$ cat src/rtl/calc_operand_sequencer.sv
// calc_operand_sequencer: debounced A/B/op entry front-end for the 4-bit calculator ALU
//
// Ports:
//   clk, rst_n              - clock (rising edge) and asynchronous active-low reset
//   sw[3:0]                 - data switches, captured as operand A or B
//   sw_type, sw_sel[1:0]    - op-type / op-select switches, captured in the op stage
//   btn_enter, btn_clear    - raw bouncy push-buttons (synchronized + debounced here)
//   a_out, b_out            - captured operands
//   type_out, select_out    - captured op fields
//   operands_valid          - high while a complete A/B/op set is held
//   stage[1:0]              - current entry stage for LEDs
module calc_operand_sequencer #(
  parameter int DEBOUNCE_CYCLES = 1000000
) (
  input  logic       clk,
  input  logic       rst_n,
  input  logic [3:0] sw,
  input  logic       sw_type,
  input  logic [1:0] sw_sel,
  input  logic       btn_enter,
  input  logic       btn_clear,
  output logic [3:0] a_out,
  output logic [3:0] b_out,
  output logic       type_out,
  output logic [1:0] select_out,
  output logic       operands_valid,
  output logic [1:0] stage
);
  localparam int CW = $clog2(DEBOUNCE_CYCLES + 1);

  typedef enum logic [1:0] {S_A = 2'b00, S_B = 2'b01, S_OP = 2'b10, S_DONE = 2'b11} state_t;

  logic [1:0] btn_raw;
  logic [1:0] press;
  assign btn_raw = {btn_clear, btn_enter};

  // Per button: 2-flop synchronizer, stability counter, debounced level and its
  // one-cycle-delayed copy for rising-edge detection.
  for (genvar i = 0; i < 2; i++) begin : g_deb
    logic          s1_q, s2_q, db_q, dbp_q;
    logic [CW-1:0] cnt_q;
    always_ff @(posedge clk or negedge rst_n) begin
      if (!rst_n) begin
        s1_q  <= 1'b0;
        s2_q  <= 1'b0;
        db_q  <= 1'b0;
        dbp_q <= 1'b0;
        cnt_q <= '0;
      end else begin
        s1_q  <= btn_raw[i];
        s2_q  <= s1_q;
        dbp_q <= db_q;
        if (s2_q == db_q) cnt_q <= '0;
        else if (cnt_q == CW'(DEBOUNCE_CYCLES - 1)) begin
          cnt_q <= '0;
          db_q  <= ~db_q;
        end else cnt_q <= cnt_q + 1'b1;
      end
    end
    assign press[i] = db_q & ~dbp_q;
  end

  state_t     state_q, state_d;
  logic [3:0] a_q, a_d, b_q, b_d;
  logic       type_q, type_d, valid_q, valid_d;
  logic [1:0] sel_q, sel_d;

  always_comb begin
    state_d = state_q;
    a_d     = a_q;
    b_d     = b_q;
    type_d  = type_q;
    sel_d   = sel_q;
    valid_d = valid_q;
    // Clear takes priority; a coincident enter is dropped.
    if (press[1]) begin
      state_d = S_A;
      a_d     = '0;
      b_d     = '0;
      type_d  = 1'b0;
      sel_d   = '0;
      valid_d = 1'b0;
    end else if (press[0]) begin
      case (state_q)
        S_A: begin
          a_d     = sw;
          state_d = S_B;
        end
        S_B: begin
          b_d     = sw;
          state_d = S_OP;
        end
        S_OP: begin
          type_d  = sw_type;
          sel_d   = sw_sel;
          valid_d = 1'b1;
          state_d = S_DONE;
        end
        default: begin
          a_d     = sw;
          valid_d = 1'b0;
          state_d = S_B;
        end
      endcase
    end
  end

  always_ff @(posedge clk or negedge rst_n) begin
    if (!rst_n) begin
      state_q <= S_A;
      a_q     <= '0;
      b_q     <= '0;
      type_q  <= 1'b0;
      sel_q   <= '0;
      valid_q <= 1'b0;
    end else begin
      state_q <= state_d;
      a_q     <= a_d;
      b_q     <= b_d;
      type_q  <= type_d;
      sel_q   <= sel_d;
      valid_q <= valid_d;
    end
  end

  assign a_out          = a_q;
  assign b_out          = b_q;
  assign type_out       = type_q;
  assign select_out     = sel_q;
  assign operands_valid = valid_q;
  assign stage          = state_q;
endmodule

$ cat config.mk
export PLATFORM = sky130hd
export DESIGN_NAME = calc_operand_sequencer
export DESIGN_NICKNAME = d
export VERILOG_FILES = /design/src/rtl/calc_operand_sequencer.sv
export SDC_FILE = /design/constraint.sdc
export NUM_CORES = 1
export LEC_CHECK = 0
export ABC_AREA = 1
export CAP_MARGIN = 20
export CORE_MARGIN = 2
export CORE_UTILIZATION = 58
export DETAILED_ROUTE_END_ITERATION = 8
export PLACE_DENSITY = 0.8
export SETUP_SLACK_MARGIN = 0.5
export SLEW_MARGIN = 40
export SYNTH_ARGS = -nofsm -noshare
export SYNTH_HDL_FRONTEND = slang
export SYNTH_SLANG_ARGS = --single-unit
export TNS_END_PERCENT = 5
$ cat constraint.sdc
create_clock -name clk -period 1.9 [get_ports clk]
set_clock_uncertainty 0.2 [all_clocks]
set_input_delay 0.38 -clock clk [delete_from_list [all_inputs] [get_ports clk]]
set_output_delay 0.38 -clock clk [all_outputs]
set_load 0.005 [all_outputs]
# == Yosys cells after proc, flatten, opt, wreduce, memory -nomap -nowiden ==
# Cells that the tools add are included.
# word_totals
reg_bits,62
out_inout_bits,14
in_bits,11
word_cells,68
# classes
n_mux,22
bitwise_logic,8
addsub,2
n_reduce_logical,12
n_eq_ne,8
# ops
operator,count
$mux 20,4
$add 20x1->20 const B,2
$eq 20x20->1 const B,2
$mux 4,6
$reduce_and 2->1,6
$mux 2,5
$not 1->1,6
$reduce_bool 2->1,3
$mux 1,5
$ne 2x1->1 const B,2
$pmux 2 s2,1
$reduce_or 2->1,2
$and 1x1->1,2
$eq 1x1->1,2
$eq 2x1->1 const B,1
$eq 2x2->1 const B,1
$logic_not 2->1,1
$pmux 1 s2,1

# == Longest topological paths before layout ==
# Gate-level depths: netlist of run 1.
# logic_depth
ltp_word,5
mapped_depth,9
ltp_nobuf,9

# == Least setup slack after synthesis of run 1 ==
# No wires, ideal clock.
# synth_path
path_kind,register to register
startpoint,"register state_q[0], in the netlist stage[0]"
endpoint,"register a_q[3], in the netlist a_out[3]"
slack_ns,0.277
period_less_slack_ns,1.623
stages_incl_launch_ff,5
t_arrival_ns,1.298
n_path_buf,0
setup_ns,0.125
t_required_ns,1.575
cell_sequence,dfrtp_1 inv_1 ha_1 o21ai_4 mux2_2
# synth_via
elab_chain_len,4
word_cells_on_any_way,5
cone_classes,eq/ne (3); reduce/logical (2)
# synth_rtl
element,line_no,text
"start, declared",63,"state_t state_q, state_d;"
"start signal, assigned",117,state_q <= state_d;
$eq 2x2->1 / $eq 2x1->1 (equally long branches),84,case (state_q)
$reduce_or 2->1 (no line) (*),--,
$ne 2x1->1 (no line) (*),--,
$reduce_and 2->1 (no line) (*),--,
"end signal, assigned",111,a_q <= '0;
"end signal, assigned",118,a_q <= a_d;
"end, declared",64,"logic [3:0] a_q, a_d, b_q, b_d;"
# Every way passes the cells marked *; elsewhere a longest branch is shown, timed or not.
# A chain may end at the register's enable or synchronous reset.

# == Worst setup path in the final report of run 1 ==
# layout_path
startpoint,register g_deb[0].cnt_q[0]
endpoint,register g_deb[0].cnt_q[10]
# layout_via
elab_chain_len,3
word_cells_on_any_way,4
cone_classes,add/sub (1); eq/ne (1); mux (2)
# layout_rtl
element,line_no,text
"start, declared",41,logic [CW-1:0] cnt_q;
"start signal, assigned",57,end else cnt_q <= cnt_q + 1'b1;
$add 20x1->20 / $eq 20x20->1 (equally long branches),"57, 54",
$mux 20 (*),54,else if (cnt_q == CW'(DEBOUNCE_CYCLES - 1)) begin
$mux 20 (*),53,if (s2_q == db_q) cnt_q <= '0;
# Marks and branches as above.

==> impl_results.md, run 1 <==
* PD cells at 678 mW/mm^2
* Cell row count at 26
* Vias per cell at 5.18
* Fmax at a little under 600 MHz
* WP depth at 7
* Post-route clock period utilization at 90.6%
* Int Pwr at 2.01 mW
* Yosys top cell area share at approximately 50%
* TritonCTS Buffers at 9
* Max-slew violations at 0
* Initial Utilization at 60.7%
* GR Util All Layers at 23.8%
* CP arrival at 1790 ps
* Slew margin rel. at 71.0%
* CP Capture Type: register
* Share of layout cells above drive strength 1 at 20.1%
* Commonest cells post-synth: nor2_1 (79), dfrtp_1 (62), nand2_1 (61)
* Worst slew pin tran at 435 ps
* Die area at 0.00598 sq mm
* Sequential power share at 52.1%
* Worst-path cell chain: ha_1 -> nand3_2 -> inv_1 -> nand2_1 -> o21bai_1 -> nand3_1 -> nor2_1
* Fin Setup TNS at 0 ps
* Worst Setup Path Type: register to register
* Hold-critical path depth at 0
* Antenna cell count at 0
* Synth cell types at 29
* Final core occ at 74.1%
* IO Count at 25
* Initial antenna violation count at 0
* Maximum fanout along the worst path at 4
* Worst Path Buf+Inv at 1
* H-tree depth at 3
* Leak at 1.69 nW
* Synthesized Nets at between 300 and 400
* Avg Cell Area, Syn at 8.64 sq um
* Top-count cell post-synth: nor2_1
* Crit path launch type: register
* CTS sink cnt at 62
* Die Width at around 77 microns
* Clock Tree Root: clkbuf_8
* CTS tree: done
* Top FF cell, synth: dfrtp_1
* Max_cap viols at 0
* Synth warn at 0
* Total power at around 2.6 mW
* First-pass GRT wire length at 11.2 mm
* Hold crit path type: register to register
* GRT overflow at 0
* Top cells by area, synth: dfrtp_1 (50%), nor2_1 (9.5%), nand2_1 (7.3%), nand3_1 (4.0%), inv_1 (4.0%)
* Sw Pwr at between 0.5 and 0.6 mW
* WL final at 6.61 mm
* Switch share at 22.3%
* Clock Latency Late Sink at 340 ps
* Die Y at 77.4 microns
* Routing usage on met2 at 39.8%
* Clk slew on worst S/H paths at 70 ps
* Largest stage delay on the critical path at 370 ps
* Dominant cell type by area after synthesis: dfrtp_1
* Pre-antenna DRT Iters at 4
* Status: complete, no violations
* CORE AREA at 0.00514 sq mm
* Number of global-route vias before repair at 2489
* Pin count of the biggest net entering global routing at 63
* CP delay by family, top: simple AND/OR/NAND/NOR gates
* Crit path required time at 1970 ps
* Critical path's slowest cell: dfrtp_1
* Final Hold Viols at 0
* Synthesis-stage register bit count at 62
* Hpwl dp at 4.28 mm
* Routability cong. at 0.947
* Post-synth ARST share at 100%
* Drt drc at 0
* Peak supply drop at 592 uV
* Tmin final at about 1700 ps
* Clock power share at 43.8%
* Drt first-iter violations at 232
* Routed Antenna Nets at 0
* R2R cell count at 7
* Vias after detailed routing at between 2k and 2.5k
* Nets at 424
* GRT met1 Usage at 29.2%
* Port bufs at 24
* Syn-to-layout area delta at 22.1%
* EDFF count, synth at 0
* Met3 Use GR at under 10%
* Unrepaired setup endpoints after global routing: true
* Combinational share of power at 4.1%
* Gate Count Post-Synth at 361
* Sequential cell area fraction in the yosys report at between 40% and 50%
* Wirelength per Cell at 13.7 microns
* Final setup fails at 0
* Busiest layer in global routing: met2
* Deepest clock path buffer count at 2
* Cell Area, Synth at around 0.0031 sq mm
placed cells by master, fill, tap and decap left out, types with 8 or more instances in the layout:
cell,instances
clkbuf_8,10
clkdlybuf4s50_1,9
nand2_2,9
xor2_1,13
nand3_1,23
nand2_1,60
buf_4,8
dfrtp_1,62
dlygate4sd2_1,12
nor2_1,78
inv_1,30
worst paths after layout:
kind | startpoint | slack (ps) | endpoint
max | g_deb[0].cnt_q[0]$_DFF_PN0_ | 180 | g_deb[0].cnt_q[10]$_DFF_PN0_
min | g_deb[1].s1_q$_DFF_PN0_ | 150 | g_deb[1].s2_q$_DFF_PN0_
max reg2reg | g_deb[0].cnt_q[0]$_DFF_PN0_ | 180 | g_deb[0].cnt_q[10]$_DFF_PN0_
min reg2reg | g_deb[1].s1_q$_DFF_PN0_ | 150 | g_deb[1].s2_q$_DFF_PN0_
max in group asynchronous | rst_n | 850 | g_deb[1].cnt_q[17]$_DFF_PN0_
min in group asynchronous | rst_n | 370 | g_deb[0].cnt_q[13]$_DFF_PN0_
routing by layer:
metal	vias to the layer above	part of all wire, %
met5	-	0
met4	0	2.1
met3	12	4.5
met2	71	51
met1	1173	43
li1	1241	-
cell families after synthesis:
| family | Yosys count | synth area share, % |
|---|---|---|
| and+or+nand+nor | 203 | 29.5 |
| DFF | 62 | 49.7 |
| buffers and inverters | 39 | 4.77 |
| AOI/OAI and AO/OA | 23 | 4.77 |
| xor gates and xnor gates | 21 | 6.38 |
| muxes | 8 | 2.89 |
| adders and majority gates | 5 | 2.00 |
state kept, by name (all words and copies together), names as in the netlist:
| signal | flops |
|---|---|
| g_deb.s2_q | 2 |
| b_out | 4 |
| stage | 2 |
| g_deb.s1_q | 2 |
| a_out | 4 |
| g_deb.cnt_q | 40 |
| g_deb.db_q | 2 |
| select_out | 2 |
| type_out | 1 |
| operands_valid | 1 |
| g_deb.dbp_q | 2 |
layout make-up:
| class | count | area, sq um |
|---|---|---|
| multi-input cells | 260 | 1500 |
| flip-flops and latches | 62 | 1550 |
| fillers | 385 | 1330 |
| clock buffers | 11 | 141 |
| clock inverters | 4 | 47.5 |
| inverters | 39 | 156 |
| repair buffers | 36 | 323 |
| well taps | 70 | 87.6 |
through the flow:
stage | worst slack (ps) | hold WS (ps) | instance area, sq um | cells
after floorplan | 380 | -116 | 3140 | 361
after global routing | 121 | 153 | 3810 | 482
after global placement | 296 | 134 | 3490 | 457
final | 179 | 149 | 3810 | 482
after CTS | 215 | 150 | 3730 | 479
after detailed placement | 244 | 136 | 3490 | 457
power by group through the flow:
stage | combinational, mW | clock, mW | sequential, mW
floorplan | 0.0394 | 0 | 1.37
global placement | 0.0987 | 0 | 1.37
detailed placement | 0.0999 | 0 | 1.37
CTS | 0.103 | 1.16 | 1.34
global route | 0.121 | 1.21 | 1.35
finish | 0.106 | 1.13 | 1.34
what timing repair did:
item                                   in CTS  in global routing
gates resized for setup                    27                 16
setup buffers                               6                  3
setup endpoints to repair                  61                 67
gates cloned                                0                  0
hold buffers                                1                  0
endpoints found under the hold margin      62                  0
pin swaps                                   1                  9
No activity file was read; power rests on OpenSTA's default activity.
==> run 2: changes to the inputs <==
--- a/config.mk
+++ b/config.mk
@@ -10,6 +10,7 @@
 export CORE_MARGIN = 2
 export CORE_UTILIZATION = 58
 export DETAILED_ROUTE_END_ITERATION = 8
+export GPL_TIMING_DRIVEN = 0
 export PLACE_DENSITY = 0.8
 export SETUP_SLACK_MARGIN = 0.5
 export SLEW_MARGIN = 40
==> run 2 against run 1 <==
Net effect: sequential power is essentially flat; via count grew 1.2%; sequential share of layout area shrank 0.74 points; first-iteration DRC count is 40% lower; routed wire length is 1.7% lower; combinational power increased by 6%; register-to-register slack better by 50 ps; sequential cell count stayed put; utilization rose by 1.5 points; worst hold slack better by 6.6 ps; global-route usage decreased by 0.98 points; clock-buffer cell count increased by 1.
==> impl_results.md, run 2 (synthesis gave the netlist of run 1 again) <==
* Pre-antenna DRT Iters at 4 (unchanged)
* Clock Latency Late Sink at 340 ps (about the same)
* Max-slew violations at 0 (unchanged)
* Post-route clock period utilization at 88.0% (-2.6 points)
* Die Y at 77.4 microns (unchanged)
* Port bufs at 24 (unchanged)
* Placed insts at 456 (-0.22%)
* Final setup fails at 0 (unchanged)
* CTS tree: done
* Clock power share at 45.4% (+1.6 points)
* CORE AREA at 0.00514 sq mm (unchanged)
* Most common cell after layout, fill and taps aside: nor2_1
* Final cell count without fillers at 482 (unchanged)
* Fill count at 381 (-1.0%)
* Peak supply drop at 464 uV (-22%)
* Status: complete, no violations
* Max_cap viols at 0 (unchanged)
* Int Pwr at 2.08 mW (+3.8%)
* Clk slew on worst S/H paths at 70 ps (about the same)
* Initial antenna violation count at 0 (unchanged)
* TritonCTS Buffers at 9 (unchanged)
* Final Hold Viols at 0 (unchanged)
* Nets at 424 (unchanged)
* H-tree depth at 3 (unchanged)
* Share of layout cells above drive strength 1 at 24.0% (+3.9 points)
* Commonest cells after routing, fill and taps aside: nor2_1 (69), dfrtp_1 (60), nand2_1 (57), inv_1 (29), nand3_1 (24)
* Wirelength per Cell at 13.5 microns (-1.7%)
* Total power at 2.67 mW (+3.5%)
* Clock Tree Root: clkbuf_8
* Combinational share of power at 4.2% (about the same)
* Number of global-route vias before repair at 2412 (-3.1%)
* Vias per cell at 5.24 (+1.2%)
* Switch share at 22.1% (-0.18 points)
* Crit path launch type: register
* Drt first-iter violations at 140 (-40%)
* Drt drc at 0 (unchanged)
* Routed Antenna Nets at 0 (unchanged)
* Tmin final at 1670 ps (-49.1 ps)
* GRT overflow at 0 (unchanged)
* Deepest clock path buffer count at 2 (unchanged)
* CP Capture Type: register
* Cell row count at 26 (unchanged)
* PD cells at 688 mW/mm^2 (+1.5%)
* Final hold slack at 155 ps (+6.58 ps)
* Number of flip-flops in the largest register at 40 (unchanged)
* Die area at 0.00598 sq mm (unchanged)
* Pin count of the biggest net entering global routing at 42 (-33%)
* IO Count at 25 (unchanged)
* Worst slew pin tran at 514 ps (+79.0 ps)
* Worst Setup Path Type: register to register
* Initial Utilization at 60.7% (unchanged)
* Sw Pwr at 0.590 mW (+2.7%)
* Crit path required time at 1930 ps (-40 ps)
* Vias after detailed routing at 2526 (+1.2%)
* GR Util All Layers at 22.8% (-0.98 points)
* CTS sink cnt at 62 (unchanged)
* Slew margin rel. at 65.6% (-5.4 points)
* First-pass GRT wire length at 10.8 mm (-3.1%)
* Die Width at 77.4 microns (unchanged)
* Flop-to-flop setup slack at 230 ps (+50 ps)
* Unrepaired setup endpoints after global routing: true
* Antenna cell count at 0 (unchanged)
* Fmax at 598 MHz (+2.9%)
* Routability cong. at 0.880 (-7.1%)
* Sequential power share at 50.4% (-1.7 points)
* Hold crit path type: register to register
* WL final at 6.50 mm (-1.7%)
* Maximum fanout along the worst path at 5 (+1)
* CP arrival at 1700 ps (-90 ps)
* Hpwl dp at 4.39 mm (+2.5%)
* Syn-to-layout area delta at 24.5%
* Leak at 1.69 nW (+0.13%)
* Top reg by flops: g_deb.cnt_q
==> run 2: layer usage <==
metal	vias up	part of all wire (%)	GRT usage, %
met4	0	2.8	9.82
met2	62	53	38.2
met3	19	3.7	5.23
met5	-	0	0
li1	1230	-	-
met1	1215	41	28.5
==> run 2: critical path, cell delays in order (launching register included) <==
cell and delay (ps):
dfrtp_1 400, buf_6 130, inv_4 60, ha_4 190, o21ai_4 230, mux2_4 330
==> run 2: final timing paths <==
check                                   startpoint                            to  depth (start not counted)
setup / recovery              stage[1]$_DFFE_PN0P_          a_out[0]$_DFFE_PN0P_                          5
hold / removal             g_deb[1].s1_q$_DFF_PN0_       g_deb[1].s2_q$_DFF_PN0_                          0
setup reg to reg              stage[1]$_DFFE_PN0P_          a_out[0]$_DFFE_PN0P_                          5
hold reg to reg            g_deb[1].s1_q$_DFF_PN0_       g_deb[1].s2_q$_DFF_PN0_                          0
max in group asynchronous                    rst_n   g_deb[0].cnt_q[9]$_DFF_PN0_                          3
min in group asynchronous                    rst_n  g_deb[0].cnt_q[13]$_DFF_PN0_                          2
==> run 2: power by group through the flow <==
| stage | clock network [mW] | registers (mW) | logic, mW |
|---|---|---|---|
| after detailed placement | 0 | 1.37 | 0.100 |
| after global placement | 0 | 1.37 | 0.0934 |
| final | 1.21 | 1.35 | 0.112 |
| after CTS | 1.23 | 1.34 | 0.103 |
| after floorplan | 0 | 1.37 | 0.0394 |
| after global routing | 1.29 | 1.35 | 0.127 |
==> run 2: metrics by stage <==
stage / utilization [%] / worst slack (ps) / cell area, sq um / setup TNS [ps]
5_1_grt: 75.6 / 170 / 3890 / 0
3_5_place_dp: 67.7 / 239 / 3480 / 0
4_1_cts: 72.7 / 211 / 3730 / 0
3_3_place_gp: 67.4 / -1710 / 3460 / -105720
2_1_floorplan: - / 380 / 3140 / 0
6_report: 75.6 / 228 / 3890 / 0
==> run 2: what timing repair did <==
action	in CTS	in global routing
endpoints found under the hold margin	21	0
setup endpoints to repair	62	70
gates resized for setup	27	30
setup buffers	5	5
pin swaps	3	9
hold buffers	1	0
==> run 2: area by class of cell <==
class | instances | area, sq um | share of cell area [%]
clock buffer | 12 | 165 | 4.25
multi-input combinational | 260 | 1560 | 40.2
sequential | 62 | 1550 | 40.0
inverter | 39 | 154 | 3.96
clock inverter | 3 | 42.5 | 1.09
timing repair buffer | 36 | 322 | 8.27
tap | 70 | 87.6 | 2.25
